==> src/rtl/fetch_unit_pkg.sv <==
// rtl/fetch_unit_pkg.sv - shared pipeline definitions for the instruction-fetch stage
package fetch_unit_pkg;

    localparam int XLEN = 64;
    localparam int ILEN = 32;

    localparam logic [XLEN-1:0] RESET_PC_DEFAULT = 64'h0000_0000_8000_0000;
    localparam logic [ILEN-1:0] NOP_INST_ENC     = 32'h0000_0013;
    localparam logic [XLEN-1:0] INST_BYTES       = 64'd4;

    typedef enum logic [1:0] {
        IF_IDLE  = 2'd0,
        IF_FETCH = 2'd1,
        IF_FAULT = 2'd2
    } if_state_t;

    // Instructions are 4-byte aligned; only the two low address bits matter.
    function automatic logic is_misaligned(input logic [1:0] low_bits);
        return low_bits != 2'b00;
    endfunction

endpackage

==> src/rtl/fetch_unit_pc_reg.sv <==
// rtl/fetch_unit_pc_reg.sv - program counter with reset load, redirect load and +4 advance
module pc_reg
    import fetch_unit_pkg::*;
#(
    parameter logic [XLEN-1:0] RESET_PC = RESET_PC_DEFAULT
) (
    input  logic            clk,
    input  logic            rst,
    input  logic            load,
    input  logic [XLEN-1:0] load_value,
    input  logic            incr,
    output logic [XLEN-1:0] pc
);

    // Reset beats redirect, redirect beats sequential advance; the add wraps at 2^64.
    always_ff @(posedge clk) begin
        if (rst) begin
            pc <= RESET_PC;
        end else if (load) begin
            pc <= load_value;
        end else if (incr) begin
            pc <= pc + INST_BYTES;
        end
    end

endmodule

==> src/rtl/fetch_unit.sv <==
// rtl/fetch_unit.sv - IF stage: owns the PC, issues instruction reads, feeds ID
module fetch_unit
    import fetch_unit_pkg::*;
#(
    parameter logic [XLEN-1:0] RESET_PC = RESET_PC_DEFAULT,
    parameter logic [ILEN-1:0] NOP_INST = NOP_INST_ENC
) (
    input  logic            clk,
    input  logic            rst,
    input  logic            stall_IF,
    input  logic            branch_taken_IF,
    input  logic [XLEN-1:0] branch_target_IF,
    output logic            ibus_req,
    output logic [XLEN-1:0] ibus_addr,
    input  logic            ibus_ack,
    input  logic [ILEN-1:0] ibus_rdata,
    output logic            valid_IF,
    output logic [XLEN-1:0] pc_IF,
    output logic [ILEN-1:0] inst_IF,
    output logic            misaligned_IF
);

    if_state_t       state;
    if_state_t       state_next;
    logic [XLEN-1:0] pc;
    logic            target_misaligned;
    logic            fetch_active;
    logic            fetch_hit;

    assign target_misaligned = is_misaligned(branch_target_IF[1:0]);

    // A request is only live while fetching and nothing higher-priority claims the cycle.
    assign fetch_active = (state == IF_FETCH) && !stall_IF && !branch_taken_IF;
    assign fetch_hit    = fetch_active && ibus_ack;

    assign ibus_req  = fetch_active;
    assign ibus_addr = pc;

    pc_reg #(
        .RESET_PC (RESET_PC)
    ) u_pc_reg (
        .clk        (clk),
        .rst        (rst),
        .load       (branch_taken_IF),
        .load_value (branch_target_IF),
        .incr       (fetch_hit),
        .pc         (pc)
    );

    // State register; reset always returns to IDLE.
    always_ff @(posedge clk) begin
        if (rst) begin
            state <= IF_IDLE;
        end else begin
            state <= state_next;
        end
    end

    // IDLE spends one cycle after reset; misaligned redirects park the stage in FAULT.
    always_comb begin
        state_next = state;
        case (state)
            IF_IDLE: begin
                state_next = IF_FETCH;
            end
            IF_FETCH: begin
                if (branch_taken_IF && target_misaligned) begin
                    state_next = IF_FAULT;
                end
            end
            IF_FAULT: begin
                if (branch_taken_IF) begin
                    state_next = target_misaligned ? IF_FAULT : IF_FETCH;
                end
            end
            default: begin
                state_next = IF_IDLE;
            end
        endcase
    end

    // ID-facing registers: redirect flushes or raises the fault marker, stall freezes,
    // an ack delivers an instruction and a missing ack inserts a bubble.
    always_ff @(posedge clk) begin
        if (rst) begin
            valid_IF      <= 1'b0;
            pc_IF         <= '0;
            inst_IF       <= NOP_INST;
            misaligned_IF <= 1'b0;
        end else if (branch_taken_IF) begin
            inst_IF <= NOP_INST;
            if (target_misaligned) begin
                valid_IF      <= 1'b1;
                pc_IF         <= branch_target_IF;
                misaligned_IF <= 1'b1;
            end else begin
                valid_IF      <= 1'b0;
                misaligned_IF <= 1'b0;
            end
        end else if (!stall_IF && (state == IF_FETCH)) begin
            if (ibus_ack) begin
                valid_IF      <= 1'b1;
                pc_IF         <= pc;
                inst_IF       <= ibus_rdata;
                misaligned_IF <= 1'b0;
            end else begin
                valid_IF <= 1'b0;
            end
        end
    end

endmodule

==> config.mk <==
export PLATFORM = sky130hd
export DESIGN_NAME = fetch_unit
export DESIGN_NICKNAME = d
export VERILOG_FILES = /design/src/rtl/fetch_unit_pkg.sv /design/src/rtl/fetch_unit_pc_reg.sv /design/src/rtl/fetch_unit.sv
export SDC_FILE = /design/constraint.sdc
export NUM_CORES = 1
export LEC_CHECK = 0
export CORE_MARGIN = 5
export CORE_UTILIZATION = 25
export DETAILED_ROUTE_END_ITERATION = 10
export PLACE_DENSITY = 0.5
export SLEW_MARGIN = 5
export SYNTH_ARGS = -nofsm -noshare
export SYNTH_HDL_FRONTEND = slang
export SYNTH_SLANG_ARGS = --single-unit
==> constraint.sdc <==
create_clock -name clk -period 2.9 [get_ports clk]
set_input_delay 0.87 -clock clk [delete_from_list [all_inputs] [get_ports clk]]
set_output_delay 0.87 -clock clk [all_outputs]
set_load 0.02 [all_outputs]
* After elaboration in Yosys (flattened, before gate mapping) *
Cells that the tools add are included.
W data, S select, Z words.

word-level totals
  register bits = 164
  latch bits = 0
  memories kept = 0
  bits of input ports = 101
  ROM bits = 0
  output and inout bits = 163
  word-level logic and storage cells = 45
  memory bits (writable) = 0

operators by class
  add/sub/neg operators = 1
  bitwise operators = 0
  div/mod/pow operators = 0
  reductions and logical operators = 16
  eq/ne operators = 5
  multipliers = 0
  $lt $le $gt $ge = 0
  mux-type cells = 17
  shift-type cells = 0

operators with widths
  cell                     number
  $mux W64                 6
  $add A64 B3 Y64 const B  1
  $reduce_bool A2 Y1       4
  $mux W1                  7
  $mux W2                  3
  $pmux W2 S3              1
  $reduce_and A2 Y1        3
  $logic_and A1 B1 Y1      4
  $ne A2 B2 Y1 const B     2
  $reduce_and A3 Y1        1
  $eq A2 B1 Y1 const B     1
  $eq A2 B2 Y1 const B     1
  $logic_not A1 Y1         2
  $logic_not A2 Y1         1
  $ne A2 B1 Y1 const B     1
  $reduce_or A2 Y1         1

* Logic depth before layout (Yosys ltp) *
Gate-level depths: netlist of run 1.

  depth in word-level cells = 6
  gate-level depth with buffers = 8
  mapped depth without buffers = 6

* Cells and area by module *
Synthesis of run 1 repeated with hierarchy kept, for this count alone.

second synthesis, totals
  cells, all modules = 989
  area total of the unflattened synthesis = 8,758.4 um^2

modules (own cells, without submodules)
  module      seq. area each (um^2)  instances  area each (um^2)  cells each
  fetch_unit  2,001.9                1          4,794.6           515
  pc_reg      1,281.2                1          3,963.8           474

* Worst setup path before layout of run 1 *
No wires, ideal clock.

  kind = input port to output port
  from = input port branch_taken_IF
  to = output port ibus_req
  path slack = -0.181 ns
  path buffers = 4
  required time = 2.030 ns
  arrival time = 2.211 ns
  cell stages on the path = 5
  cells stage by stage = clkbuf_1 -> clkbuf_1 -> clkbuf_1 -> buf_1 -> nor3_1

between the ends
  word-level cells in the longest chain between the ends = 2

RTL lines
  what                 line              text
  from (decl)          fetch_unit.sv:11  input logic branch_taken_IF,
  $logic_not A1 Y1     fetch_unit.sv:33  assign fetch_active = (state == IF_FETCH) && !stall_IF && !branch_taken_IF;
  $logic_and A1 B1 Y1  fetch_unit.sv:33
  to (decl)            fetch_unit.sv:13  output logic ibus_req,

No other way between the ends.

* Worst setup path after layout of run 1 *
  from = input port ibus_ack
  to = register u_pc_reg.pc[55]

between the ends
  word-level cells in the longest chain between the ends = 2

RTL lines
  what                          line                     text
  from (decl)                   fetch_unit.sv:15         input logic ibus_ack,
  $logic_and A1 B1 Y1           fetch_unit.sv:34         assign fetch_hit = fetch_active && ibus_ack;
  $reduce_bool A2 Y1 (no line)  n/a
  to (signal assigned)          fetch_unit_pc_reg.sv:20  pc <= load_value;
  to (signal assigned)          fetch_unit_pc_reg.sv:22  pc <= pc + INST_BYTES;
  to (decl)                     fetch_unit_pc_reg.sv:12  output logic [XLEN-1:0] pc

No other way between the ends.
A chain may end at the register's enable or synchronous reset.

==> flow_summary.json, run 1 <==
{
  "rows": 64,
  "grt_busiest_layer": "met2",
  "fin_crit_ns": 2.79,
  "grt_use_met3": 0.0655,
  "dieHeight_um": 186,
  "netlist_area_mm2": 0.00773,
  "crit_type": "in2reg",
  "slew_headroom": 0.576,
  "io_pins": 264,
  "drv_cap": 0,
  "core-area_mm2": 0.0306,
  "wirelength_um": 29300,
  "final_cell_mix": "259 x clkdlybuf4s50_1, 164 x dfxtp_1, 127 x nor2_1",
  "numCtsBuffers": 17,
  "fin_tns_setup_ns": 0,
  "drc": 0,
  "grt_pass1_vias": 7701,
  "cts_root_buf": "clkbuf_16",
  "tightest_slew_ns": 0.636,
  "fill_cells": 3175,
  "dp_hpwl_um": 21500,
  "synthTopCellsByArea": "dfxtp_1 42%, a211oi_1 7.4%, mux2i_1 7.3%",
  "synth_fp_nets": 1023,
  "grt_pass1_wl_um": 45300,
  "gp_congestion": 0.790,
  "synth-edff-count": 0,
  "dp_cells": 1569,
  "power_frac_clock": 0.379,
  "syn_area_per_cell_um2": 8.39,
  "timing.final.crit_share": 0.963,
  "grt_use_total": 0.167,
  "rsz0062_at_grt": "yes",
  "cts_hold_buf": 0,
  "netlist.area_leader.share": 0.425,
  "ctsLongestPathBuffers": 2,
  "worstHoldPathType": "reg2reg",
  "start_util": 0.253,
  "met2_usage": 0.270,
  "insertedDiodeCount": 0,
  "async_reset_ff_frac": 0,
  "cts_tree": "done",
  "drive_above_1_share": 0.0938,
  "finalSetupViolations": 0,
  "area_growth_pct": 52.6,
  "ir_worst_vdd_mv": 0.362,
  "antenna_found_initial": 0,
  "finalNonFillerCells": 1601,
  "leakagePower_nw": 4.23,
  "final-seq-area_mm2": 0.00328,
  "synth.distinct_cells": 45,
  "clkSinkCount": 164,
  "first_pass_iters": 4,
  "fin_skew_ns": 0.0184,
  "via_per_inst": 4.89,
  "pwr-share-comb": 0.199,
  "critical_path_required_ns": 3.24,
  "synth_ff_type": "dfxtp_1",
  "power.switching_mw": 1.80,
  "pwr-share-seq": 0.422,
  "clkLatencyLatePin_ns": 0.43,
  "ant_nets": 0,
  "p_sw_frac": 0.300,
  "io_buffers": 263,
  "multiInputGateArea_mm2": 0.00415,
  "grtUsageMet1": 0.215,
  "die_x_um": 186,
  "p_per_area_mw_per_mm2": 510,
  "finalHoldViolCount": 0,
  "nets": 1295,
  "die_area_mm2": 0.0345,
  "seq_area_frac_synth": 0.425,
  "clk_pin_slew_ns": 0.07,
  "final_common_cell": "clkdlybuf4s50_1",
  "crit_slowest_cell": "or4_1",
  "grt_overflow_total": 0,
  "wl_per_cell_um": 18.3,
  "synth_top_area_cell": "dfxtp_1",
  "path_cells": "clkdlybuf4s50_1 -> nor4bb_4 -> buf_4 -> nand4_1 -> buf_4 -> or3_1 -> or4_1 -> a311oi_1",
  "worstSetupStartpointType": "input pin",
  "finalMaxSlewViolations": 0,
  "ys_seq_elements": 164,
  "h-tree-depth": 4,
  "grt_max_degree": 73,
  "cp_common_cell": "buf_4",
  "crit_family": "simple AND/OR/NAND/NOR gates",
  "cellInternalPower_mw": 4.21,
  "max_stage_delay_ns": 0.50,
  "drtIter0Drc": 309,
  "num_vias": 7830,
  "synthCells": 921,
  "crit_buf_inv": 3,
  "max_freq_mhz": 358,
  "worstPathMaxFanout": 5,
  "yosysWarningCount": 0,
  "crit_path_end_kind": "flip-flop",
  "crit_arrival_ns": 3.13,
  "status": "completed"
}
[repair_timing]
action	4_1_cts	5_1_grt
gates resized for setup	3	2
setup endpoints to repair	6	14
setup buffers	1	0
pin swaps	1	1
[cells in the mapped netlist, types with 14 or more instances]
cell type,count
a311oi_1,35
xnor2_1,14
nand2_1,106
a211oi_1,76
nand4_1,23
mux2i_1,56
nand3_1,19
clkbuf_1,66
nor2_1,127
or3_1,17
or4_1,19
and4_1,17
a21oi_1,49
dfxtp_1,164
inv_1,15
o31ai_1,14
[kinds of logic after synthesis]
| logic type | Yosys count | synth area share |
|---|---|---|
| muxes | 56 | 0.0726 |
| DFF | 164 | 0.425 |
| xor gates and xnor gates | 26 | 0.0295 |
| and+or+nand+nor | 378 | 0.240 |
| buffers and inverters | 91 | 0.0449 |
| adders and majority gates | 1 | 0.00162 |
| AOI/OAI and AO/OA | 205 | 0.187 |
[routing by layer]
layer | share of wire | vias up
met1 | 0.44 | 3664
li1 | - | 3931
met2 | 0.46 | 222
met5 | 0 | -
met3 | 0.089 | 13
met4 | 0.0072 | 0
[path summary, 6_finish.rpt]
| path | startpoint | endpoint | slack, ns | cells past startpoint |
|---|---|---|---|---|
| max | ibus_ack | u_pc_reg.pc[55] | 0.11 | 8 |
| min | inst_IF[19] | inst_IF[19] | 0.45 | 2 |
| max reg2reg | u_pc_reg.pc[12] | u_pc_reg.pc[61] | 0.35 | 5 |
| min reg2reg | inst_IF[19] | inst_IF[19] | 0.45 | 2 |
[power groups by stage]
stage	Sequential [mW]	Combinational (mW)	Clock, mW
5_1_grt	2.56	1.29	2.43
2_1_floorplan	2.74	0.384	0
6_report	2.54	1.20	2.27
3_5_place_dp	2.59	1.21	0
4_1_cts	2.54	1.21	2.35
3_3_place_gp	2.59	1.20	0
[through the flow]
stage | utilization | cell area, µm² | worst slack (ns) | power, mW | hold slack [ns]
6_report | 0.385 | 11800 | 0.107 | 6.01 | 0.453
5_1_grt | 0.385 | 11800 | -0.0336 | 6.29 | 0.470
4_1_cts | 0.385 | 11800 | 0.0253 | 6.10 | 0.455
3_5_place_dp | 0.367 | 11200 | -0.522 | 3.80 | 0.447
3_3_place_gp | 0.367 | 11200 | -0.462 | 3.79 | 0.441
2_1_floorplan | - | 7730 | 0.0591 | 3.13 | 0.535
[layout make-up]
cell class / instances / area share
timing repair buffer: 329 / 0.275
clock buffer: 18 / 0.0372
sequential: 164 / 0.278
clock inverter: 13 / 0.0106
tap: 396 / 0.0420
inverter: 15 / 0.00488
multi-input combinational: 666 / 0.352
[worst reg2reg max path, delay by kind of cell (launching register included)]
kind,cells,cell delay [ns]
compound gates,1,0.28
flops,1,0.43
simple gates,4,1.74
Note: power is estimated with default switching activity, not from simulation.
==> run 2: changes to the inputs <==
Settings changed: CTS_BUF_LIST set to sky130_fd_sc_hd__clkbuf_8.
==> run 2 against run 1 <==
Compared with the run above:
- sequential share of layout area up 0.47 points
- routed wire length down 0.17%
- final area down 1.7%
==> flow_summary.json, run 2 (synthesis gave the netlist of run 1 again) <==
{
  "status": "completed",
  "max_stage_delay_ns": 0.47,
  "final_common_cell": "clkdlybuf4s50_1",
  "final_cell_mix": "258 x clkdlybuf4s50_1, 164 x dfxtp_1, 127 x nor2_1",
  "drive_above_1_share": 0.0922,
  "numCtsBuffers": 17,
  "die_area_mm2": 0.0345,
  "leakagePower_nw": 4.15,
  "wl_per_cell_um": 18.3,
  "io_pins": 264,
  "crit_path_end_kind": "flip-flop",
  "fin_crit_ns": 2.66,
  "finalMaxSlewViolations": 0,
  "grt_pass1_vias": 7704,
  "startpoint": "stall_IF",
  "worstHoldPathType": "reg2reg",
  "start_util": 0.253,
  "die_x_um": 186,
  "gp_congestion": 0.790,
  "dieHeight_um": 186,
  "crit_arrival_ns": 3.03,
  "grt_use_total": 0.166,
  "cts_tree": "done",
  "pwr-share-comb": 0.220,
  "power.switching_mw": 1.73,
  "p_per_area_mw_per_mm2": 468,
  "path_cells": "dlygate4sd2_1 -> nor4bb_4 -> buf_4 -> and4_1 -> nand4b_1 -> buf_4 -> or4_1 -> a311oi_1",
  "multiInputGateArea_mm2": 0.00414,
  "tightest_slew_ns": 0.635,
  "min_from": "inst_IF[19]",
  "crit_slowest_cell": "or4_1",
  "fill_cells": 3204,
  "core-area_mm2": 0.0306,
  "rows": 64,
  "worstPathMaxFanout": 11,
  "h-tree-depth": 4,
  "clkSinkCount": 164,
  "rsz0062_at_grt": "no",
  "critical_path_required_ns": 3.27,
  "dp_cells": 1569,
  "ant_nets": 0,
  "post-cts-setup-buffers": 0,
  "area_growth_pct": 50.1,
  "num_vias": 7845,
  "ir_worst_vdd_mv": 0.221,
  "cp_common_cell": "buf_4",
  "drv_cap": 0,
  "slew_headroom": 0.577,
  "timing.final.crit_share": 0.919,
  "nets": 1294,
  "first_pass_iters": 4,
  "io_buffers": 263,
  "fin_skew_ns": 0.0193,
  "via_per_inst": 4.90,
  "antenna_found_initial": 1,
  "ctsLongestPathBuffers": 2,
  "worstSetupStartpointType": "input pin",
  "p_sw_frac": 0.319,
  "max_freq_mhz": 375,
  "finalNonFillerCells": 1601,
  "drc": 0,
  "grt_pass1_wl_um": 45100,
  "dp_hpwl_um": 21500,
  "finalSetupViolations": 0,
  "grt_max_degree": 73,
  "pwr-share-seq": 0.467,
  "wirelength_um": 29200,
  "crit_type": "in2reg",
  "cts_root_buf": "clkbuf_8",
  "clkLatencyLatePin_ns": 0.47,
  "r2r-start": "u_pc_reg.pc[12]",
  "finalHoldViolCount": 0,
  "fin_tns_setup_ns": 0,
  "cellInternalPower_mw": 3.70,
  "crit_buf_inv": 3,
  "clk_pin_slew_ns": 0.10,
  "final-seq-area_mm2": 0.00328,
  "grt_overflow_total": 0,
  "power_frac_clock": 0.313,
  "crit_family": "simple AND/OR/NAND/NOR gates",
  "drtIter0Drc": 352
}
==> run 2: cell types whose count changed in the layout (fill, tap and decap cells not counted) <==
cell	previous run	this run
a2111oi_0	6	7
a2111oi_1	1	0
and4_1	16	17
and4_2	1	0
buf_4	58	57
clkbuf_16	17	0
clkbuf_8	1	18
clkdlybuf4s50_1	259	258
diode_2	0	1
dlymetal6s2s_1	0	1
==> run 2: repair_timing <==
item	in CTS	in global routing
hold buffers	0	0
setup endpoints to repair	3	8
pin swaps	0	2
endpoints found under the hold margin	0	0
resized for setup	3	1
==> run 2: worst paths after layout <==
path / endpoint / slack [ns] / cells after the start
setup / recovery: u_pc_reg.pc[56] / 0.24 / 8
hold / removal: inst_IF[19] / 0.46 / 2
setup reg to reg: u_pc_reg.pc[61] / 0.35 / 5
hold reg to reg: inst_IF[19] / 0.46 / 2
==> run 2: area by class of cell <==
type | count | area share
Clock inverter | 13 | 0.0108
Antenna cell | 1 | 0.000216
Sequential cell | 164 | 0.283
Multi-Input combinational cell | 666 | 0.357
Clock buffer | 18 | 0.0214
Tap cell | 396 | 0.0427
Inverter | 15 | 0.00496
Timing Repair Buffer | 328 | 0.279
==> run 2: worst register-to-register path, stage by stage (launching register included) <==
cell and delay (ns):
dfxtp_1 0.44, nand4_2 0.29, or3_4 0.45, or4_4 0.57, or4_1 0.42, a311oi_1 0.29
==> run 2: power groups by stage <==
stage | Clock (mW) | Combinational (mW) | Sequential [mW]
after floorplan | 0 | 0.384 | 2.74
after global placement | 0 | 1.20 | 2.59
after detailed placement | 0 | 1.21 | 2.59
after CTS | 1.76 | 1.21 | 2.54
after global routing | 1.84 | 1.29 | 2.56
final | 1.70 | 1.20 | 2.54
==> run 2: metal layers <==
| layer | vias up | part of all wire | GRT usage |
|---|---|---|---|
| li1 | 3929 | - | - |
| met1 | 3669 | 0.44 | 0.212 |
| met2 | 225 | 0.46 | 0.267 |
| met3 | 22 | 0.090 | 0.0643 |
| met4 | 0 | 0.013 | 0.0341 |
| met5 | - | 0 | 0 |
==> run 2: per-stage QoR <==
step / total power [mW] / hold WS (ns) / area [µm²] / setup WS, ns / utilization
2_1_floorplan: 3.13 / 0.535 / 7730 / 0.0591 / -
3_3_place_gp: 3.79 / 0.441 / 11200 / -0.462 / 0.367
3_5_place_dp: 3.80 / 0.447 / 11200 / -0.522 / 0.367
4_1_cts: 5.51 / 0.459 / 11600 / 0.00978 / 0.379
5_1_grt: 5.69 / 0.476 / 11600 / 0.0935 / 0.379
6_report: 5.43 / 0.456 / 11600 / 0.236 / 0.379
==> run 3: changes to the inputs <==
Settings changed: CORE_MARGIN 5 to 4, SLEW_MARGIN 5 to not set.
==> run 3 against run 2 <==
Compared with the run above:
- cell count about the same
- combinational power about the same
- core utilization up 0.21 points
- final area up 0.29%
- critical path depth unchanged
- via count down 0.31%
- worst hold slack better by 0.0042 ns
- fmax down 5.2%
- clock-buffer cell count down 1
- routed wire length down 2.8%
- sequential power about the same
- clock power up 11%
- critical path type unchanged
- critical endpoint is now u_pc_reg.pc[55]
- largest power group unchanged
==> flow_summary.json, run 3 (synthesis gave the netlist of run 1 again) <==
{
  "clkLatencyLatePin_ns": 0.46,
  "final_common_cell": "clkdlybuf4s50_1",
  "crit_family": "simple AND/OR/NAND/NOR gates",
  "ir_worst_vdd_mv": 0.281,
  "grt_pass1_wl_um": 44200,
  "insertedDiodeCount": 0,
  "gp_congestion": 0.764,
  "grt_max_degree": 100,
  "grt_use_total": 0.164,
  "max_freq_mhz": 356,
  "fin_skew_ns": 0.0198,
  "min_from": "inst_IF[23]",
  "path_cells": "clkdlybuf4s50_1 -> nor4bb_4 -> buf_4 -> nand4_1 -> buf_4 -> or3_1 -> or4_1 -> a311oi_1",
  "crit_type": "in2reg",
  "via_per_inst": 4.88,
  "finalSetupViolations": 0,
  "grt_pass1_vias": 7618,
  "dp_cells": 1570,
  "rrSetupSlack_ns": 0.37,
  "slew_headroom": 0.549,
  "crit_slowest_cell": "or4_1",
  "final_area_mm2": 0.0116,
  "dpl_cell_area_mm2": 0.0112,
  "crit_arrival_ns": 3.17,
  "io_buffers": 263,
  "max_stage_delay_ns": 0.51,
  "startpoint": "ibus_ack",
  "finalWorstSetupSlack_ns": 0.0899,
  "num_vias": 7821,
  "finalNonFillerCells": 1602,
  "area_growth_pct": 50.5,
  "finalHoldViolCount": 0,
  "cts_tree": "done",
  "cts_root_buf": "clkbuf_8",
  "first_pass_iters": 4,
  "fin_crit_ns": 2.81,
  "tightest_slew_ns": 0.677,
  "wl_per_cell_um": 17.7,
  "status": "completed",
  "io_pins": 264,
  "r2r-start": "u_pc_reg.pc[10]",
  "ant_nets": 0,
  "fill_cells": 3130,
  "leakagePower_nw": 4.16,
  "numCtsBuffers": 17,
  "die_x_um": 184,
  "nets": 1296,
  "grt_overflow_total": 0,
  "dieHeight_um": 184,
  "antenna_found_initial": 0,
  "wirelength_um": 28400,
  "p_per_area_mw_per_mm2": 481,
  "start_util": 0.253,
  "crit_buf_inv": 3,
  "dp_hpwl_um": 20800,
  "final_cell_mix": "259 x clkdlybuf4s50_1, 164 x dfxtp_1, 127 x nor2_1",
  "fin_tns_setup_ns": 0,
  "worstSetupStartpointType": "input pin",
  "h-tree-depth": 4,
  "cp_common_cell": "buf_4",
  "worstHoldPathType": "reg2reg",
  "timing.final.crit_share": 0.969,
  "cts_hold_buf": 0,
  "clkSinkCount": 164,
  "core-area_mm2": 0.0305,
  "drv_cap": 0,
  "clk_pin_slew_ns": 0.09,
  "pre_cts_ws_ns": -0.501,
  "rows": 64,
  "drive_above_1_share": 0.0937,
  "ctsLongestPathBuffers": 2,
  "finalMaxSlewViolations": 0,
  "critical_path_required_ns": 3.26,
  "drc": 0,
  "die_area_mm2": 0.0338,
  "worstPathMaxFanout": 4,
  "drtIter0Drc": 400,
  "crit_path_end_kind": "flip-flop"
}
[run 3: power breakdown]
group          internal (mW)  switching (mW)
Clock                  0.877           0.999
Sequential              2.40           0.126
Combinational          0.583           0.612
Total                   3.86            1.74
[run 3: repair_timing]
item / CTS / global route
pin swaps: 0 / 1
gates resized for setup: 3 / 1
setup endpoints to repair: 3 / 8
setup buffers: 0 / 1
[run 3: layer usage]
layer,vias up,GRT usage,share of wire,routed length (µm)
met3,17,0.0580,0.080,2270
met5,-,0,0,0
met4,0,0.0379,0.013,363
met2,213,0.268,0.46,13100
li1,3933,-,-,-
met1,3658,0.211,0.45,12700
[run 3: worst paths after layout]
kind,endpoint,cells after the start
setup / recovery,u_pc_reg.pc[55],8
hold / removal,inst_IF[23],2
setup reg to reg,u_pc_reg.pc[55],5
hold reg to reg,inst_IF[23],2
[run 3: worst min-delay path, delay by kind of cell, from the launching register on]
kind               cells  cell delay [ns]
DFF                    1             0.32
and+or+nand+nor        1             0.05
AOI/OAI and AO/OA      1             0.05
[run 3: final cells by class]
class	instances	area (µm²)	area share
clock buffer	17	234	0.0201
timing repair buffer	330	3220	0.277
inverter	15	57.6	0.00495
clock inverter	14	195	0.0168
sequential	164	3280	0.282
multi-input combinational	666	4140	0.356
tap	396	495	0.0426
[run 3: stage by stage]
| step | total power [mW] | hold WS, ns | utilization |
|---|---|---|---|
| 6_report | 5.60 | 0.460 | 0.381 |
| 2_1_floorplan | 3.13 | 0.535 | - |
| 5_1_grt | 5.87 | 0.481 | 0.381 |
| 4_1_cts | 5.68 | 0.462 | 0.381 |
| 3_5_place_dp | 3.79 | 0.448 | 0.367 |
| 3_3_place_gp | 3.78 | 0.441 | 0.367 |
